--- src/rtl/risc_pkg.sv ---
// Shared ISA definitions for the 8-opcode, 5-bit-address RISC CPU.
// Holds opcode and phase encodings plus the basic field widths used by
// the datapath blocks and the instruction-sequencing controller.
package risc_pkg;

    localparam int OPCODE_W = 3;
    localparam int ADDR_W   = 5;

    typedef enum logic [OPCODE_W-1:0] {
        OP_HLT = 3'd0,
        OP_SKZ = 3'd1,
        OP_ADD = 3'd2,
        OP_AND = 3'd3,
        OP_XOR = 3'd4,
        OP_LDA = 3'd5,
        OP_STO = 3'd6,
        OP_JMP = 3'd7
    } opcode_t;

    typedef enum logic [2:0] {
        PH_INST_ADDR  = 3'd0,
        PH_INST_FETCH = 3'd1,
        PH_INST_LOAD  = 3'd2,
        PH_IDLE       = 3'd3,
        PH_OP_ADDR    = 3'd4,
        PH_OP_FETCH   = 3'd5,
        PH_ALU_OP     = 3'd6,
        PH_STORE      = 3'd7
    } phase_t;

    // Opcodes that read an operand from memory and load the accumulator.
    function automatic logic is_aluop(input logic [OPCODE_W-1:0] op);
        return (op == OP_ADD) || (op == OP_AND) || (op == OP_XOR) || (op == OP_LDA);
    endfunction

endpackage

--- src/rtl/cpu_controller.sv ---
// Instruction-sequencing controller: walks the 8-phase fetch/execute cycle
// and decodes the control strobes for PC, IR, accumulator, memory and the
// data-bus driver. HLT parks the sequencer in OP_ADDR until reset.
//
// Ports:
//   clk, rst_n  - rising-edge clock, asynchronous active-low reset
//   opcode      - current instruction opcode from the IR
//   zero        - accumulator-equals-zero flag
//   sel         - address mux select (1 = PC, 0 = IR operand)
//   rd, wr      - memory read / write strobes
//   ld_ir       - instruction register load
//   inc_pc      - PC increment
//   ld_pc       - PC load from IR operand field
//   halt        - halt indication
//   ld_ac       - accumulator load
//   data_e      - accumulator-to-data-bus driver enable
//   phase       - current phase, debug/trace
module cpu_controller
    import risc_pkg::*;
(
    input  logic                clk,
    input  logic                rst_n,
    input  logic [OPCODE_W-1:0] opcode,
    input  logic                zero,
    output logic                sel,
    output logic                rd,
    output logic                ld_ir,
    output logic                inc_pc,
    output logic                ld_pc,
    output logic                halt,
    output logic                ld_ac,
    output logic                data_e,
    output logic                wr,
    output logic [2:0]          phase
);

    phase_t cur_phase;
    logic   halted;
    logic   aluop;
    logic   op_hlt;
    logic   op_skz;
    logic   op_sto;
    logic   op_jmp;

    assign aluop  = is_aluop(opcode);
    assign op_hlt = (opcode == OP_HLT);
    assign op_skz = (opcode == OP_SKZ);
    assign op_sto = (opcode == OP_STO);
    assign op_jmp = (opcode == OP_JMP);

    // The edge that latches HLT also holds the phase, so the halted
    // machine never shows anything but OP_ADDR.
    always_ff @(posedge clk or negedge rst_n) begin
        if (!rst_n) begin
            cur_phase <= PH_INST_ADDR;
            halted    <= 1'b0;
        end else if (halted || (cur_phase == PH_OP_ADDR && op_hlt)) begin
            cur_phase <= PH_OP_ADDR;
            halted    <= 1'b1;
        end else begin
            cur_phase <= phase_t'(cur_phase + 3'd1);
        end
    end

    always_comb begin
        sel    = 1'b0;
        rd     = 1'b0;
        ld_ir  = 1'b0;
        inc_pc = 1'b0;
        ld_pc  = 1'b0;
        halt   = 1'b0;
        ld_ac  = 1'b0;
        data_e = 1'b0;
        wr     = 1'b0;
        unique case (cur_phase)
            PH_INST_ADDR: begin
                sel = 1'b1;
            end
            PH_INST_FETCH: begin
                sel = 1'b1;
                rd  = 1'b1;
            end
            PH_INST_LOAD, PH_IDLE: begin
                sel   = 1'b1;
                rd    = 1'b1;
                ld_ir = 1'b1;
            end
            PH_OP_ADDR: begin
                if (op_hlt || halted) halt   = 1'b1;
                else                  inc_pc = 1'b1;
            end
            PH_OP_FETCH: begin
                rd = aluop;
            end
            PH_ALU_OP: begin
                rd     = aluop;
                ld_ac  = aluop;
                inc_pc = op_skz && zero;  // skip next instruction
                ld_pc  = op_jmp;
                data_e = op_sto;          // drive bus a cycle ahead of wr
            end
            PH_STORE: begin
                rd     = aluop;
                ld_ac  = aluop;
                ld_pc  = op_jmp;          // repeat load, same target
                wr     = op_sto;
                data_e = op_sto;
            end
            default: ;
        endcase
    end

    assign phase = cur_phase;

endmodule
--- config.mk ---
export PLATFORM = sky130hd
export DESIGN_NAME = cpu_controller
export DESIGN_NICKNAME = d
export VERILOG_FILES = /design/src/rtl/risc_pkg.sv /design/src/rtl/cpu_controller.sv
export SDC_FILE = /design/constraint.sdc
export NUM_CORES = 1
export LEC_CHECK = 0
export CELL_PAD_IN_SITES_DETAIL_PLACEMENT = 1
export CELL_PAD_IN_SITES_GLOBAL_PLACEMENT = 1
export CORE_AREA = 3 3 40 42
export CTS_BUF_LIST = sky130_fd_sc_hd__clkbuf_4 sky130_fd_sc_hd__clkbuf_8
export CTS_CLUSTER_SIZE = 24
export DETAILED_ROUTE_END_ITERATION = 8
export DIE_AREA = 0 0 43 45
export GPL_ROUTABILITY_DRIVEN = 0
export PLACE_DENSITY = 0.82
export REMOVE_ABC_BUFFERS = 1
export SYNTH_ARGS = -nofsm -noshare
export SYNTH_HDL_FRONTEND = slang
export SYNTH_SLANG_ARGS = --single-unit
--- constraint.sdc ---
create_clock -name clk -period 4 [get_ports clk]
set_clock_uncertainty 0.15 [all_clocks]
set_input_delay 1.2 -clock clk [delete_from_list [all_inputs] [get_ports clk]]
set_output_delay 1.2 -clock clk [all_outputs]
set_load 0.005 [all_outputs]
==> flow_results.org, run 1 <==
** Yosys
- For this run, the register share of the synthesized area comes to 0.268.
- In the synthesized netlist the dominant register cell turns out to be sky130_fd_sc_hd__dfrtp_1.
- The Yosys step of the flow raised 0 warnings.
- Of the post-synthesis cell area, the dominant cell type holds 0.268.
- Of all flip-flops after synthesis, the portion carrying an async set or reset was 1.00.
- The cell count after synthesis came out at 41.
- The average instance in the mapped netlist occupies between 9 and 10 um^2.
- Counting flops with a built-in enable in the synthesized netlist gives 0.
- Summed over all instances, the cell type with the most area after synthesis is sky130_fd_sc_hd__dfrtp_1.
- Commonest cells post-synth :: 6 x sky130_fd_sc_hd__ha_1, 6 x sky130_fd_sc_hd__inv_1, 4 x sky130_fd_sc_hd__dfrtp_1
- The synthesized netlist occupies a cell area of 374 um^2.
- Main area contributors after synthesis :: sky130_fd_sc_hd__dfrtp_1 27%, sky130_fd_sc_hd__ha_1 20%, sky130_fd_sc_hd__inv_1 6.0%
- Flip-flop and latch count after synthesis :: 4
- The synthesized netlist contains 22 unique library cells.

** Clock network
- CTS saw 4 sinks.
- Maximum buffer depth of the clock tree :: 2
- The cell sitting at the root of the clock tree is a sky130_fd_sc_hd__clkbuf_4.
- Hold-fix buffers, CTS :: 0
- TritonCTS built the clock tree.
- Clock latency on the worst-skew pair :: 0.24 ns
- Clock-pin slew on the worst setup and hold paths :: 0.04 ns
- CTS H-tree lvls :: 1
- Clock buffer count from CTS :: 3

** Global route
- The first global-routing pass estimated 1800 um of wire.
- Largest net degree at the start of global routing :: 17
- The number of global-route vias before repair is about 410.
- Across every metal layer, demand over resource in global routing totals 0.124.
- The total overflow left after global routing is 0.
- The number of antenna violations at the first check in global routing is 0.

** Floorplan
- For this configuration, the core starts out at a cell density of 0.291.
- During I/O placement, the number of pins put on the boundary was 18.
- Row generation in the floorplan step produced 13 rows.
- Vert. Die Dim :: 45 um
- In this run the horizontal extent of the chip is 43 um.
- Placeable core region :: 0.00128 mm^2
- Overall die area :: 0.00194 mm^2

** Route
- Wire length per cell :: 13.9 um
- Routed WL :: 1120 um
- Once detail routing completed, the nets flagged for antenna violations numbered 0.
- Remaining design rule violation count :: 0
- The final route contains just under 400 vias.
- First-iteration detailed-routing DRC count :: 8
- Per-cell via count in the routed design :: 4.91
- The first TritonRoute pass finished after 3 iterations.

** Worst hold path
- Startpoint of the worst hold path :: halted
- Terminating pin of the worst hold path :: phase[1]
- Counting instances, the worst hold path has a depth of 1.
- Min-delay worst type :: flip-flop to flip-flop

** Power
- The design draws 0.000124 W.
- The analysis attributes to cell leakage a power of 0.285 nW.
- VDD sags by at most 0.0906 mV.
- For this design the ratio of total power to cell area is 194 mW/mm^2.

** Placed design
- In this run the tool buffered the top-level ports with 17 buffer cells.
- After legalization and detailed placement, the total HPWL measured 845 um.
- Once placement finished, the instance area stood at 588 um^2.
- Placed Instances :: 76

** Layout
- Relative to the synthesized area, the layout overhead comes to 69.9%.
- Number of antenna cells inserted :: 0
- Final instance count without filler cells :: 80
- Final nets :: 79
- Fraction of final layout cells with drive strength greater than 1 :: 0.215
- The finished cells cover around 640 um^2.

** Timing
- Worst Hold Margin :: 0.402 ns
- In this run the tightest slew margin relative to its limit is 0.689.
- Time the final worst path needs with I/O delays and setup :: 3.91 ns
- Dividing the final minimum period by the clock period gives 0.979.
- Upper clock frequency limit :: 0.255 GHz
- Hold Fails Final Rpt :: 0
- At the pin with the least slew margin, the transition time is approximately 0.47 ns.
- Number of setup violations in the final report :: 0
- The number of max-slew violations in the final report is 0.

** Setup path
- Critical Setup Path Class :: primary input to output port
- R2r worst-path depth :: 4
- In this run the critical register-to-register path is launched from phase[0].
- Worst-path maximum fanout :: 4
- Setup slack of the worst register-to-register path :: about 2.4 ns
- The worst setup path is captured at an output port.
- Data arrival time at the worst-slack endpoint :: 2.56 ns
- Reg-to-Reg End :: phase[2]
- Worst endpoint required time :: between 2 and 3 ns
- The worst setup path is launched from a primary input.

** Outcome
- The flow ran to the end, and the final reports show no timing, DRC or antenna violations.

** Job
- Maximum Capacitance Violations :: 0
## area by class of cell
type	count	area (um^2)
inverters	6	22.5
fillers	155	649
multi-input cells	30	264
repair buffers	22	208
well taps	15	18.8
flip-flops and latches	4	100
clock buffers	3	22.5
## stage by stage
stage / setup WS, ns / setup TNS (ns) / util
2_1_floorplan: 0.785 / 0 / -
3_3_place_gp: -0.172 / -0.253 / 0.458
3_5_place_dp: -0.178 / -0.233 / 0.458
4_1_cts: 0.0186 / 0 / 0.479
5_1_grt: -0.0317 / -0.0344 / 0.495
6_report: 0.0859 / 0 / 0.495
## routing by layer
metal	wire (um)	share of wire	global-route usage
met4	0	0	0.0723
met2	583	0.52	0.222
met1	478	0.43	0.133
met3	53	0.048	0.0279
met5	0	0	0
## worst max-delay path, cell delays in order
cell	delay, ns
sky130_fd_sc_hd__clkdlybuf4s50_1	0.47
sky130_fd_sc_hd__or4b_1	0.49
sky130_fd_sc_hd__o22ai_1	0.15
sky130_fd_sc_hd__dlygate4sd2_1	0.25
## cells in the final DEF, fill, tap and decap left out
| cell | Yosys | routed |
|---|---|---|
| sky130_fd_sc_hd__a21oi_1 | 1 | 1 |
| sky130_fd_sc_hd__a311o_2 | 1 | 1 |
| sky130_fd_sc_hd__a311oi_1 | 2 | 2 |
| sky130_fd_sc_hd__a31o_2 | 1 | 1 |
| sky130_fd_sc_hd__a32oi_1 | 1 | 1 |
| sky130_fd_sc_hd__buf_4 | 0 | 5 |
| sky130_fd_sc_hd__clkbuf_4 | 0 | 3 |
| sky130_fd_sc_hd__clkdlybuf4s50_1 | 0 | 14 |
| sky130_fd_sc_hd__dfrtp_1 | 4 | 4 |
| sky130_fd_sc_hd__dlygate4sd2_1 | 0 | 2 |
| sky130_fd_sc_hd__dlymetal6s2s_1 | 0 | 1 |
| sky130_fd_sc_hd__ha_1 | 6 | 6 |
| sky130_fd_sc_hd__inv_1 | 6 | 6 |
| sky130_fd_sc_hd__mux2i_1 | 1 | 1 |
| sky130_fd_sc_hd__nand2_1 | 2 | 1 |
| sky130_fd_sc_hd__nand2_2 | 0 | 1 |
| sky130_fd_sc_hd__nand2b_1 | 1 | 1 |
| sky130_fd_sc_hd__nand4_1 | 1 | 1 |
| sky130_fd_sc_hd__nand4bb_1 | 1 | 1 |
| sky130_fd_sc_hd__nor2_1 | 3 | 3 |
| sky130_fd_sc_hd__nor3_1 | 2 | 1 |
| sky130_fd_sc_hd__nor3_2 | 0 | 1 |
| sky130_fd_sc_hd__nor3b_2 | 0 | 2 |
| sky130_fd_sc_hd__o211a_1 | 1 | 1 |
| sky130_fd_sc_hd__o211ai_1 | 1 | 1 |
| sky130_fd_sc_hd__o22ai_1 | 1 | 1 |
| sky130_fd_sc_hd__or4b_1 | 1 | 1 |
| sky130_fd_sc_hd__xnor2_1 | 1 | 1 |
## state kept, by name (all words and copies together) (netlist names)
name    count
halted      1
phase       3
## power by group
part,switching (W),internal (W)
registers,0.00000256,0.0000419
clock network,0.0000189,0.0000337
logic,0.0000109,0.0000156
total,0.0000323,0.0000912
## worst max path at each step
stage,start,to,slack (ns)
final,opcode[1],inc_pc,0.09
after global routing,opcode[2],ld_pc,-0.03
after CTS,opcode[2],rd,0.02
after detailed placement,opcode[1],inc_pc,-0.18
after global placement,opcode[1],inc_pc,-0.17
after floorplan,opcode[2],inc_pc,0.78
## logic make-up (layout without fill, tap and decap cells)
kind of cell	after synthesis	after routing	synth area share
and+or+nand+nor	13	13	0.207
AOI/OAI and AO/OA	9	9	0.201
adders and majority gates	6	6	0.201
muxes	1	1	0.0268
DFF	4	4	0.268
xor gates and xnor gates	1	1	0.0234
buffers and inverters	7	31	0.0736
## repair_timing
action	in CTS	in global routing
pin swaps	0	2
gates resized for setup	2	5
setup buffers	1	0
setup endpoints to repair	2	4
Note: power is estimated with default switching activity, not from simulation.
==> inputs of run 2 (changes only) <==
REMOVE_ABC_BUFFERS = unset   (was 1)
==> run 2 against run 1 <==
Flip-flop and latch count unchanged. Hold slack lost 0.016 ns. Largest cell class unchanged. Critical endpoint unchanged. Clock-buffer cell count unchanged.
==> flow_results.org, run 2 (synthesis results as in run 1) <==
** Setup path
- Setup crit start kind :: primary input
- Buffer and inverter count on the worst path :: 5
- The setup path with the least slack is of type primary input to output port.
- Along the worst path, the maximum fanout reaches 3.
- Top cell by count, worst path :: sky130_fd_sc_hd__buf_4
- STA classifies the critical path endpoint as an output port.
- For the worst setup path, the data required time is about 2.7 ns.
- Cell family with the largest share of critical-path delay :: buffers and inverters
- For the worst setup path, the data arrival time is 2.57 ns.
- In this run the number of cells on the critical path is 7.
- End of the critical path :: inc_pc
- In this design, the stage delay of the slowest critical-path cell is 0.43 ns.
- Reg-to-Reg End :: phase[2]
- Measured in cells, the most critical reg-to-reg path has a length of 4.
- Setup slack of the worst register-to-register path :: 2.40 ns
- Reg2Reg Launch Point :: phase[2]
- The slowest stage of the critical path belongs to the cell sky130_fd_sc_hd__clkdlybuf4s50_1.
- The critical path goes through clkdlybuf4s50_1, buf_4, nor3_4, buf_4, buf_4, o22ai_1, dlygate4sd2_1.
- Tracing the worst setup path back leads to its startpoint at opcode[1].

** Power
- The share of total power dissipated in combinational logic is 0.238.
- For this design the static power due to leakage is between 0.3 and 0.4 nW.
- Internal Dissipation :: roughly 0.000093 W
- Dividing total power by cell area gives a power density of 193 mW/mm^2.
- After layout, the design draws a total of between 0.0001 and 0.00015 W.
- The worst-case IR drop observed on VDD is roughly 0.13 mV.
- Sw Ratio :: 0.254
- Of the total power, registers draw 0.356.
- Clock share of power :: 0.406
- Total net switching power :: 0.0000316 W

** Global route
- Global routing finished with a remaining overflow of 0.
- Entering global routing, the biggest net connects 17 pins.
- Via count of the first global-routing pass :: 434
- For this run, the total global-route usage over all layers was measured as 0.134.
- First-pass GRT wire length :: between 1500 and 2000 um
- Initial antenna violation count :: 0

** Route
- In the final routed layout, each cell accounts on average for 14.5 um.
- Vias after detailed routing :: 416
- Routed WL :: 1180 um
- Antenna-violating nets left :: 0
- For this run, the detailed router's first-pass iteration total came to 1.
- Remaining design rule violation count :: 0
- The detailed router finished its first iteration with 0 violations.
- In the routed layout, each cell is associated on average with a via count of 5.14.

** Timing
- Worst slew pin tran :: approximately 0.48 ns
- The final number of hold-violating endpoints came to 0.
- RSZ-0062 raised after global routing :: false
- Final critical-path setup slack :: 0.0832 ns
- Final period util :: 0.979
- Derived from the worst setup path, the maximum achievable clock frequency is around 0.26 GHz.
- Worst Hold Margin :: 0.386 ns
- Max-slew headroom at the worst pin :: 0.683
- Setup violations remaining at the end of the flow were counted as 0.
- The worst path needs about 3.9 ns of the cycle, external delays included.
- Final Max Tran Viols :: 0
- Sum of negative setup slack :: 0 ns

** Outcome
- The flow ran to the end, and the final reports show no timing, DRC or antenna violations.

** Floorplan
- The floorplan step set the die width to 43 um.
- The floorplan step set the die height to 45 um.
- For this configuration, the core starts out at a cell density of 0.291.
- Placeable core region :: 0.00128 mm^2
- Overall die area :: slightly below 0.002 mm^2
- In this run the count of I/O pins placed on the die edge is 18.
- Cell Rows :: 13

** Layout
- Fraction of the core area covered by cells at the end of the flow :: 0.502
- Area grow syn2layout :: 72.6%
- In the final design database the tool counted 80 nets.
- Commonest non-fill, non-tap cell in the layout :: sky130_fd_sc_hd__clkdlybuf4s50_1
- In the final layout, the share of cells above drive strength 1 is 0.212.
- Number of antenna cells inserted :: 0
- In the layout the commonest cells are 11 x sky130_fd_sc_hd__clkdlybuf4s50_1, 6 x sky130_fd_sc_hd__inv_1, 6 x sky130_fd_sc_hd__ha_1, 6 x sky130_fd_sc_hd__buf_4.
- Max reg flops :: 3

** Clock network
- Clk root buf :: sky130_fd_sc_hd__clkbuf_4
- The clock net in this run drives a total of 4 sinks.
- CTS H-tree lvls :: 1
- TritonCTS clock tree :: built
- After clock tree synthesis, the clock-pin slew on the worst setup and hold paths is 0.04 ns.
- The clock passes through at most 2 buffers.
- TritonCTS created 3 clock buffers.
- The later pin in the worst-skew pair is clocked with a latency of between 0.2 and 0.25 ns.

** Worst hold path
- Min-delay worst type :: flip-flop to flip-flop

** Placed design
- Once detailed placement completed, the half-perimeter wirelength came to 892 um.
- Input/output buffers :: 17
- Pre-CTS WS :: -0.199 ns

** Yosys
- Number of nets produced by synthesis :: 53

** Job
- The tool flagged a number of max-cap violations equal to 0.
-- run 2: cell types whose count changed in the layout (fill, tap and decap cells not counted), sizes merged --
cell           before  now
clkdlybuf4s50      14   11
dlymetal6s2s        1    2
buf                 5    6
dlygate4sd2         2    4
-- run 2: area by class of cell --
cell class,instances,area (um^2)
clock buffer,3,22.5
inverter,6,22.5
sequential,4,100
tap,15,18.8
timing repair buffer,23,215
fill,166,639
multi-input combinational,30,267
-- run 2: timing repair --
item	in CTS	in global routing
hold buffers	0	0
resized for setup	7	3
setup endpoints to repair	4	2
pin swaps	0	2
setup buffers	0	1
-- run 2: power by group through the flow --
stage	Sequential [W]	Combinational, W	Clock (W)
2_1_floorplan	0.0000442	0.00000974	0
4_1_cts	0.0000443	0.0000287	0.0000526
3_5_place_dp	0.0000448	0.0000279	0
6_report	0.0000443	0.0000296	0.0000505
5_1_grt	0.0000447	0.0000319	0.0000540
3_3_place_gp	0.0000448	0.0000267	0
-- run 2: worst min-delay path by stage --
stage / start / endpoint / slack [ns] / cells past startpoint
floorplan: halted / phase[1] / 0.33 / 1
global placement: halted / phase[1] / 0.37 / 1
detailed placement: halted / phase[1] / 0.37 / 1
CTS: halted / phase[1] / 0.38 / 1
global route: halted / phase[1] / 0.41 / 1
finish: halted / phase[1] / 0.39 / 1
-- run 2: per-layer routing --
metal / track usage / part of all wire
met4: 0.0904 / 0.031
met3: 0.0279 / 0.068
met2: 0.234 / 0.53
met5: 0 / 0
met1: 0.146 / 0.37
-- run 2: stage by stage --
step | std cells | area [um^2]
global placement | 77 | 596
global route | 81 | 646
CTS | 80 | 627
floorplan | 41 | 374
finish | 81 | 646
detailed placement | 77 | 596
-- run 2: worst reg2reg max path: stages, from the launching register on --
cell	delay, ns
sky130_fd_sc_hd__dfrtp_1	0.63
sky130_fd_sc_hd__inv_1	0.09
sky130_fd_sc_hd__ha_1	0.29
sky130_fd_sc_hd__inv_1	0.04
sky130_fd_sc_hd__a311o_2	0.29
